<file path="src/rtl/comb_sweep_driver.sv">
// Walks all 64 {A..F} vectors into comb_ckt, samples {temp,Y5..Y1} at the end of each
// hold window and folds the samples into per-output ones counts plus a 16-bit MISR.
module comb_sweep_driver #(
  parameter int          HOLD_CYCLES = 2,
  parameter logic [15:0] SEED        = 16'hFFFF
) (
  input  logic        clk,
  input  logic        rst,
  input  logic        start,
  input  logic        abort,
  input  logic [4:0]  y,
  input  logic        temp,
  output logic [5:0]  vec,
  output logic        busy,
  output logic        done,
  output logic [34:0] ones_cnt,
  output logic [6:0]  temp_cnt,
  output logic [15:0] sig
);

  typedef enum logic [1:0] {S_IDLE, S_DRIVE, S_DONE} state_t;

  localparam logic [3:0] HOLD_LAST = 4'(HOLD_CYCLES - 1);

  state_t           state_q, state_d;
  logic [5:0]       vec_q, vec_d;
  logic [3:0]       hold_q, hold_d;
  logic [4:0][6:0]  ones_q, ones_d;
  logic [6:0]       temp_q, temp_d;
  logic [15:0]      sig_q, sig_d;
  logic             fb;

  // Taps 16,14,13,11 (1-based) of the signature register.
  assign fb = sig_q[15] ^ sig_q[13] ^ sig_q[12] ^ sig_q[10];

  always_comb begin
    state_d = state_q;
    vec_d   = vec_q;
    hold_d  = hold_q;
    ones_d  = ones_q;
    temp_d  = temp_q;
    sig_d   = sig_q;
    case (state_q)
      S_IDLE: begin
        if (start) begin
          state_d = S_DRIVE;
          vec_d   = '0;
          hold_d  = '0;
          ones_d  = '0;
          temp_d  = '0;
          sig_d   = SEED;
        end
      end
      S_DRIVE: begin
        if (abort) begin
          // Partial counts and signature are deliberately kept for inspection.
          state_d = S_IDLE;
          vec_d   = '0;
          hold_d  = '0;
        end else if (hold_q == HOLD_LAST) begin
          for (int i = 0; i < 5; i++) ones_d[i] = ones_q[i] + 7'(y[i]);
          temp_d = temp_q + 7'(temp);
          sig_d  = {sig_q[14:0], fb} ^ {10'b0, temp, y};
          hold_d = '0;
          if (vec_q == 6'd63) state_d = S_DONE;
          else                vec_d   = vec_q + 6'd1;
        end else begin
          hold_d = hold_q + 4'd1;
        end
      end
      S_DONE:  state_d = S_IDLE;
      default: state_d = S_IDLE;
    endcase
  end

  always_ff @(posedge clk) begin
    if (rst) begin
      state_q <= S_IDLE;
      vec_q   <= '0;
      hold_q  <= '0;
      ones_q  <= '0;
      temp_q  <= '0;
      sig_q   <= SEED;
    end else begin
      state_q <= state_d;
      vec_q   <= vec_d;
      hold_q  <= hold_d;
      ones_q  <= ones_d;
      temp_q  <= temp_d;
      sig_q   <= sig_d;
    end
  end

  assign vec      = vec_q;
  assign busy     = (state_q == S_DRIVE);
  assign done     = (state_q == S_DONE);
  assign ones_cnt = ones_q;
  assign temp_cnt = temp_q;
  assign sig      = sig_q;

endmodule

</file>
<file path="config.mk">
export PLATFORM = sky130hd
export DESIGN_NAME = comb_sweep_driver
export DESIGN_NICKNAME = d
export VERILOG_FILES = /design/src/rtl/comb_sweep_driver.sv
export SDC_FILE = /design/constraint.sdc
export NUM_CORES = 1
export LEC_CHECK = 0
export BUFFER_PORTS_ARGS = -buffer_cell sky130_fd_sc_hd__buf_2
export CELL_PAD_IN_SITES_DETAIL_PLACEMENT = 1
export CELL_PAD_IN_SITES_GLOBAL_PLACEMENT = 1
export CORE_ASPECT_RATIO = 0.75
export CORE_MARGIN = 4
export CORE_UTILIZATION = 36
export DETAILED_ROUTE_END_ITERATION = 10
export GPL_TIMING_DRIVEN = 0
export HOLD_SLACK_MARGIN = 0.06
export PLACE_DENSITY_LB_ADDON = 0.12
export SYNTH_ARGS = -nofsm -noshare
export SYNTH_HDL_FRONTEND = slang
export SYNTH_SLANG_ARGS = --single-unit
export TNS_END_PERCENT = 1
</file>
<file path="constraint.sdc">
create_clock -name clk -period 2.1 [get_ports clk]
set_input_delay 0.315 -clock clk [delete_from_list [all_inputs] [get_ports clk]]
set_output_delay 0.315 -clock clk [all_outputs]
set_load 0.1 [all_outputs]
</file>
# Word-level counts from Yosys, hierarchy flattened
# Index checks and enable logic that the tools add are counted.
[word_totals] register_bits=70 input_bits=10 output_inout_bits=66
[op_classes] add_sub_neg=8 eq_ne=10 n_mux=26 bitwise=4 n_reduce_logical=6
[ops] op="$mux W35" count=3
[ops] op="$pmux W35 S2" count=1
[ops] op="$mux W16" count=3
[ops] op="$add A7 B1 Y7" count=6
[ops] op="$pmux W16 S2" count=1
[ops] op="$mux W6" count=4
[ops] op="$mux W7" count=3
[ops] op="$xor A16 B6 Y16" count=1
[ops] op="$pmux W7 S2" count=1
[ops] op="$mux W4" count=3
[ops] op="$pmux W6 S2" count=1
[ops] op="$mux W2" count=4
[ops] op="$pmux W4 S2" count=1
[ops] op="$reduce_and A4 Y1" count=2
[ops] op="$add A6 B1 Y6 const B" count=1
[ops] op="$eq A6 B6 Y1 const B" count=1
[ops] op="$ne A3 B2 Y1 const B" count=2
[ops] op="$add A4 B1 Y4 const B" count=1
[ops] op="$eq A4 B1 Y1 const B" count=1
[ops] op="$ne A2 B2 Y1 const B" count=2
[ops] op="$pmux W2 S2" count=1
[ops] op="$ne A3 B3 Y1 const B" count=1
[ops] op="$reduce_and A3 Y1" count=1
[ops] op="$xor A1 B1 Y1" count=3
[ops] op="6 further kinds" count=6

# Longest topological paths before layout
[logic_depth] ltp_word=7 depth_mapped=9 ltp_nobuf=6

# Worst setup path after synthesis
# OpenSTA, ideal clock, no wires.
[synth_path] path_type="register to register" startpoint="register state_q[0]" endpoint="register vec_q[5] (netlist: vec[5])" setup_ns=0.137 arrival_ns=2.729 required_ns=1.963 slack_ns=-0.766 stages_incl_launch_ff=6 n_path_buf=1 path_cell_list="dfxtp_1 clkbuf_1 nor2b_1 nor2b_1 a2111oi_0 mux2i_1"
[synth_between] elab_chain_cells=3 word_cells_on_any_way=8
[synth_rtl] item="from (decl)" line="25" rtl="state_t state_q, state_d;"
[synth_rtl] item="from (signal assigned)" line="85" rtl="state_q <= state_d;"
[synth_rtl] item="$eq A2 B1 Y1 *"
[synth_rtl] item="via busy" line="14" rtl="output logic busy,"
[synth_rtl] item="$ne A3 B3 Y1 (no source line), or another cell as far along"
[synth_rtl] item="$reduce_and A4 Y1 (no source line)"
[synth_rtl] item="to (signal assigned)" line="86" rtl="vec_q <= vec_d;"
[synth_rtl] item="to (decl)" line="26" rtl="logic [5:0] vec_q, vec_d;"
# The timed path passes the listed nets; every way through them passes the cells marked *.
# A chain may end at the register's enable or synchronous reset.

# Worst setup path after layout
[layout_path] startpoint="register hold_q[1]" endpoint="register ones_q (netlist bit ones_cnt[3])"
[layout_between] elab_chain_cells=3
[layout_rtl] item="from (decl)" line="27" rtl="logic [3:0] hold_q, hold_d;"
[layout_rtl] item="from (signal assigned)" line="87" rtl="hold_q <= hold_d;"
[layout_rtl] item="$eq A4 B1 Y1" line="60" rtl="end else if (hold_q == HOLD_LAST) begin"
[layout_rtl] item="$ne A2 B1 Y1 (no source line)"
[layout_rtl] item="$reduce_and A4 Y1 (no source line)"
[layout_rtl] item="to (signal assigned)" line="88" rtl="ones_q <= ones_d;"
[layout_rtl] item="to (decl)" line="28" rtl="logic [4:0][6:0] ones_q, ones_d;"
# No other way between the ends.

==> flow_summary.toml <==
[pwr]
power.density_mw_per_mm2 = 860
report.power.total_mw = 3.75
swShare = 0.273
switchingPower_mw = 1.03
static-leakage-power_nw = 1.82
fraction_of_power_consumed_by_the_clock_network = 0.480
p_int_mw = 2.73
share_comb_of_total_power = 0.152
power.ir.vdd_worst_mv = 0.586
seq_power_share = 0.368

[grt]
number_of_antenna_violations_at_the_first_check_in_global_routing = 0
grt_pass1_vias = 3196
grt_max_degree = 12
globalRouteOverflowTotal = 0
grt_util_all_layers = 0.205
grt_pass1_wl_microns = 17500

[finish]
layout-area-overhead-vs-synth_pct = 31.8
post_route_cells_drive_above_1_share = 0.269
final_core_utilization = 0.485
seqCellArea_sq_mm = 0.00141
insertedDiodeCount = 0
nNetsFinal = 503
multiInputGateArea_sq_mm = 0.00186
n_fill_cell = 1104

[timing]
final-hold-violation-count = 0
slew_violations = 0
tightestPinTransition_ps = 937
max_freq_mhz = 476
fin_crit_ps = 2100
setup_viol = 0
unrepaired_setup_endpoints_after_global_routing = "yes"
fin_setup_tns_ps = 0
setup_ws_ps = 1.29
timing.max_slew.rel_slack = 0.373
layout_worst_path_cycle_share = 0.999
clock-skew-final_ps = 5.71

[run]
max_cap_viol_count = 0

[critical_path]
end_kind = "flop"
worst-path-max-fanout = 7
path_class = "flop to flop"
crit_arrival_ps = 2370
cp.required_ps = 2370
timing.critical_path.from_type = "flop"

[status]
result_of_the_run = "finished, final reports clean"

[clocking]
cts.path.max_buffers = 2
tritoncts.num_buffers = 9
cts_tree = "yes"
clk_root_buffer_cell = "sky130_fd_sc_hd__clkbuf_16"
clk_transition_reported_paths_ps = 60
clock-sinks = 70
htree_levels = 3
worstSkewPairLatency_ps = 330

[floorplanning]
die_x_microns = 119
fp-row-count = 30
start_util = 0.368
design.die.area_sq_mm = 0.0108
die_y_microns = 91.1
io-pin-count = 76
fp.coreArea_sq_mm = 0.00901

[yosys]
postSynth.topFlopCell = "sky130_fd_sc_hd__dfxtp_1"
synthDominantAreaCellType = "sky130_fd_sc_hd__dfxtp_1"
synth_edf_count = 0
synth_sequential_area_ratio = 0.423
netlist_top_cells_count = "sky130_fd_sc_hd__dfxtp_1, sky130_fd_sc_hd__nand2_1, sky130_fd_sc_hd__a21oi_1"
gate_count_post_synth = 391
synth_largest_type_area_fraction = 0.423
synth_warnings = 0
synthMostInstantiatedCell = "sky130_fd_sc_hd__dfxtp_1"
netlist_area_sq_mm = 0.00331
asr_flop_ratio_synth = 0
leading_post_synthesis_cells_by_cell_area = "sky130_fd_sc_hd__dfxtp_1, sky130_fd_sc_hd__nand2_1, sky130_fd_sc_hd__ha_1, sky130_fd_sc_hd__xnor2_1, sky130_fd_sc_hd__a21oi_1"
synth_fp_nets = 416
avg_synthesized_cell_area_sq_um = 8.47
synth_cell_types = 46
synth.ff_latch_count = 70

[route]
route.detailed.drc = 0
wl_microns = 10900
via_count = 3208
routed_wire_length_per_instance_microns = 18.2
firstDrtPassIters = 4
postRouteAntennaNets = 0
drtIter0Drc = 104
viasPerCell = 5.39

[placement]
io_buffers = 74
detailedPlace.worstSlack_ps = -444
place_congestion = 0.809
dpl.hpwl_microns = 7600

[min_path]
min_path_type = "input port to flop"
per-stage QoR:
step	cell area [sq um]	hold WS, ps	cells
3_3_place_gp	3830	460	577
4_1_cts	4310	401	594
3_5_place_dp	3830	473	577
6_report	4370	415	595
5_1_grt	4370	428	595
2_1_floorplan	3320	500	391
power groups by stage:
stage | clock [mW] | sequential, mW | combinational [mW]
after floorplan | 0 | 1.59 | 0.203
after global routing | 1.90 | 1.39 | 0.608
final | 1.80 | 1.38 | 0.572
after global placement | 0 | 1.41 | 0.516
after CTS | 1.83 | 1.38 | 0.558
after detailed placement | 0 | 1.41 | 0.522
flip-flops by register name (all words and copies together), names as in the netlist:
name	cells
state_q	2
temp_cnt	7
ones_cnt	35
hold_q	4
vec	6
sig	16
routing by layer:
metal / share of wire / up-vias / track usage / wire [microns]
met5: 0 / - / 0 / 0
met4: 0.015 / 0 / 0.0559 / 167
met3: 0.037 / 12 / 0.0473 / 402
met2: 0.46 / 61 / 0.321 / 4970
met1: 0.49 / 1570 / 0.283 / 5320
li1: - / 1565 / - / -
cell usage in the layout (no fill, tap or decap), types with 4 or more instances in the layout:
cell type | Yosys | layout
sky130_fd_sc_hd__nand4_1 | 8 | 8
sky130_fd_sc_hd__clkbuf_2 | 0 | 6
sky130_fd_sc_hd__or3_1 | 7 | 7
sky130_fd_sc_hd__nor2_1 | 21 | 21
sky130_fd_sc_hd__and3_1 | 5 | 5
sky130_fd_sc_hd__ha_1 | 15 | 14
sky130_fd_sc_hd__nand2_1 | 64 | 64
sky130_fd_sc_hd__nand2b_1 | 5 | 5
sky130_fd_sc_hd__nand3_1 | 28 | 28
sky130_fd_sc_hd__a21oi_1 | 32 | 29
sky130_fd_sc_hd__clkbuf_1 | 17 | 7
sky130_fd_sc_hd__buf_4 | 0 | 4
sky130_fd_sc_hd__buf_2 | 1 | 75
sky130_fd_sc_hd__o21ai_0 | 11 | 8
sky130_fd_sc_hd__a211oi_1 | 11 | 9
sky130_fd_sc_hd__xnor2_1 | 19 | 19
sky130_fd_sc_hd__or4_1 | 11 | 11
sky130_fd_sc_hd__clkbuf_4 | 0 | 4
sky130_fd_sc_hd__o21bai_1 | 6 | 5
sky130_fd_sc_hd__inv_1 | 8 | 7
sky130_fd_sc_hd__clkbuf_16 | 0 | 11
sky130_fd_sc_hd__dfxtp_1 | 70 | 68
sky130_fd_sc_hd__o211ai_1 | 8 | 8
area by class of cell:
class / count / area share
well taps: 112 / 0.0321
flip-flops and latches: 70 / 0.322
clock inverters: 3 / 0.0206
inverters: 8 / 0.00688
plain buffers: 22 / 0.0367
clock buffers: 13 / 0.0596
multi-input cells: 290 / 0.427
repair buffers: 77 / 0.0951
path summary, 6_finish.rpt:
path | start | to | slack (ps) | depth (start not counted)
setup / recovery | hold_q[1]$_SDFFE_PP0P_ | ones_cnt[3]$_SDFFE_PP0P_ | 1 | 7
hold / removal | temp | temp_cnt[0]$_SDFFE_PP0P_ | 420 | 4
setup reg to reg | hold_q[1]$_SDFFE_PP0P_ | ones_cnt[3]$_SDFFE_PP0P_ | 1 | 7
hold reg to reg | ones_cnt[7]$_SDFFE_PP0P_ | ones_cnt[7]$_SDFFE_PP0P_ | 480 | 2
cells by family after synthesis:
family | share of synthesized area
adder cells (fa/ha/maj) | 0.0566
buffers and inverters | 0.0400
multiplexers | 0.00906
AND/OR/NAND/NOR | 0.253
XOR/XNOR | 0.0570
AO/OA/AOI/OAI | 0.161
flip-flops | 0.423
timing repair:
action                                  in CTS  in global routing
gates cloned                                 0                  1
gates resized for setup                     41                 15
hold endpoints to repair                     0                  0
hold buffers                                 0                  0
pin swaps                                   14                  8
endpoints found under the setup margin      68                 51
buffers inserted                             1                  1
worst max-delay path, cell delays in order, from the launching register on:
cell and delay [ps]:
sky130_fd_sc_hd__dfxtp_2 340, sky130_fd_sc_hd__inv_2 80, sky130_fd_sc_hd__ha_4 130, sky130_fd_sc_hd__or4b_4 520
sky130_fd_sc_hd__a21o_4 280, sky130_fd_sc_hd__buf_8 140, sky130_fd_sc_hd__or4_1 460, sky130_fd_sc_hd__nand2_1 90
Power figures use the tool's default switching activity.
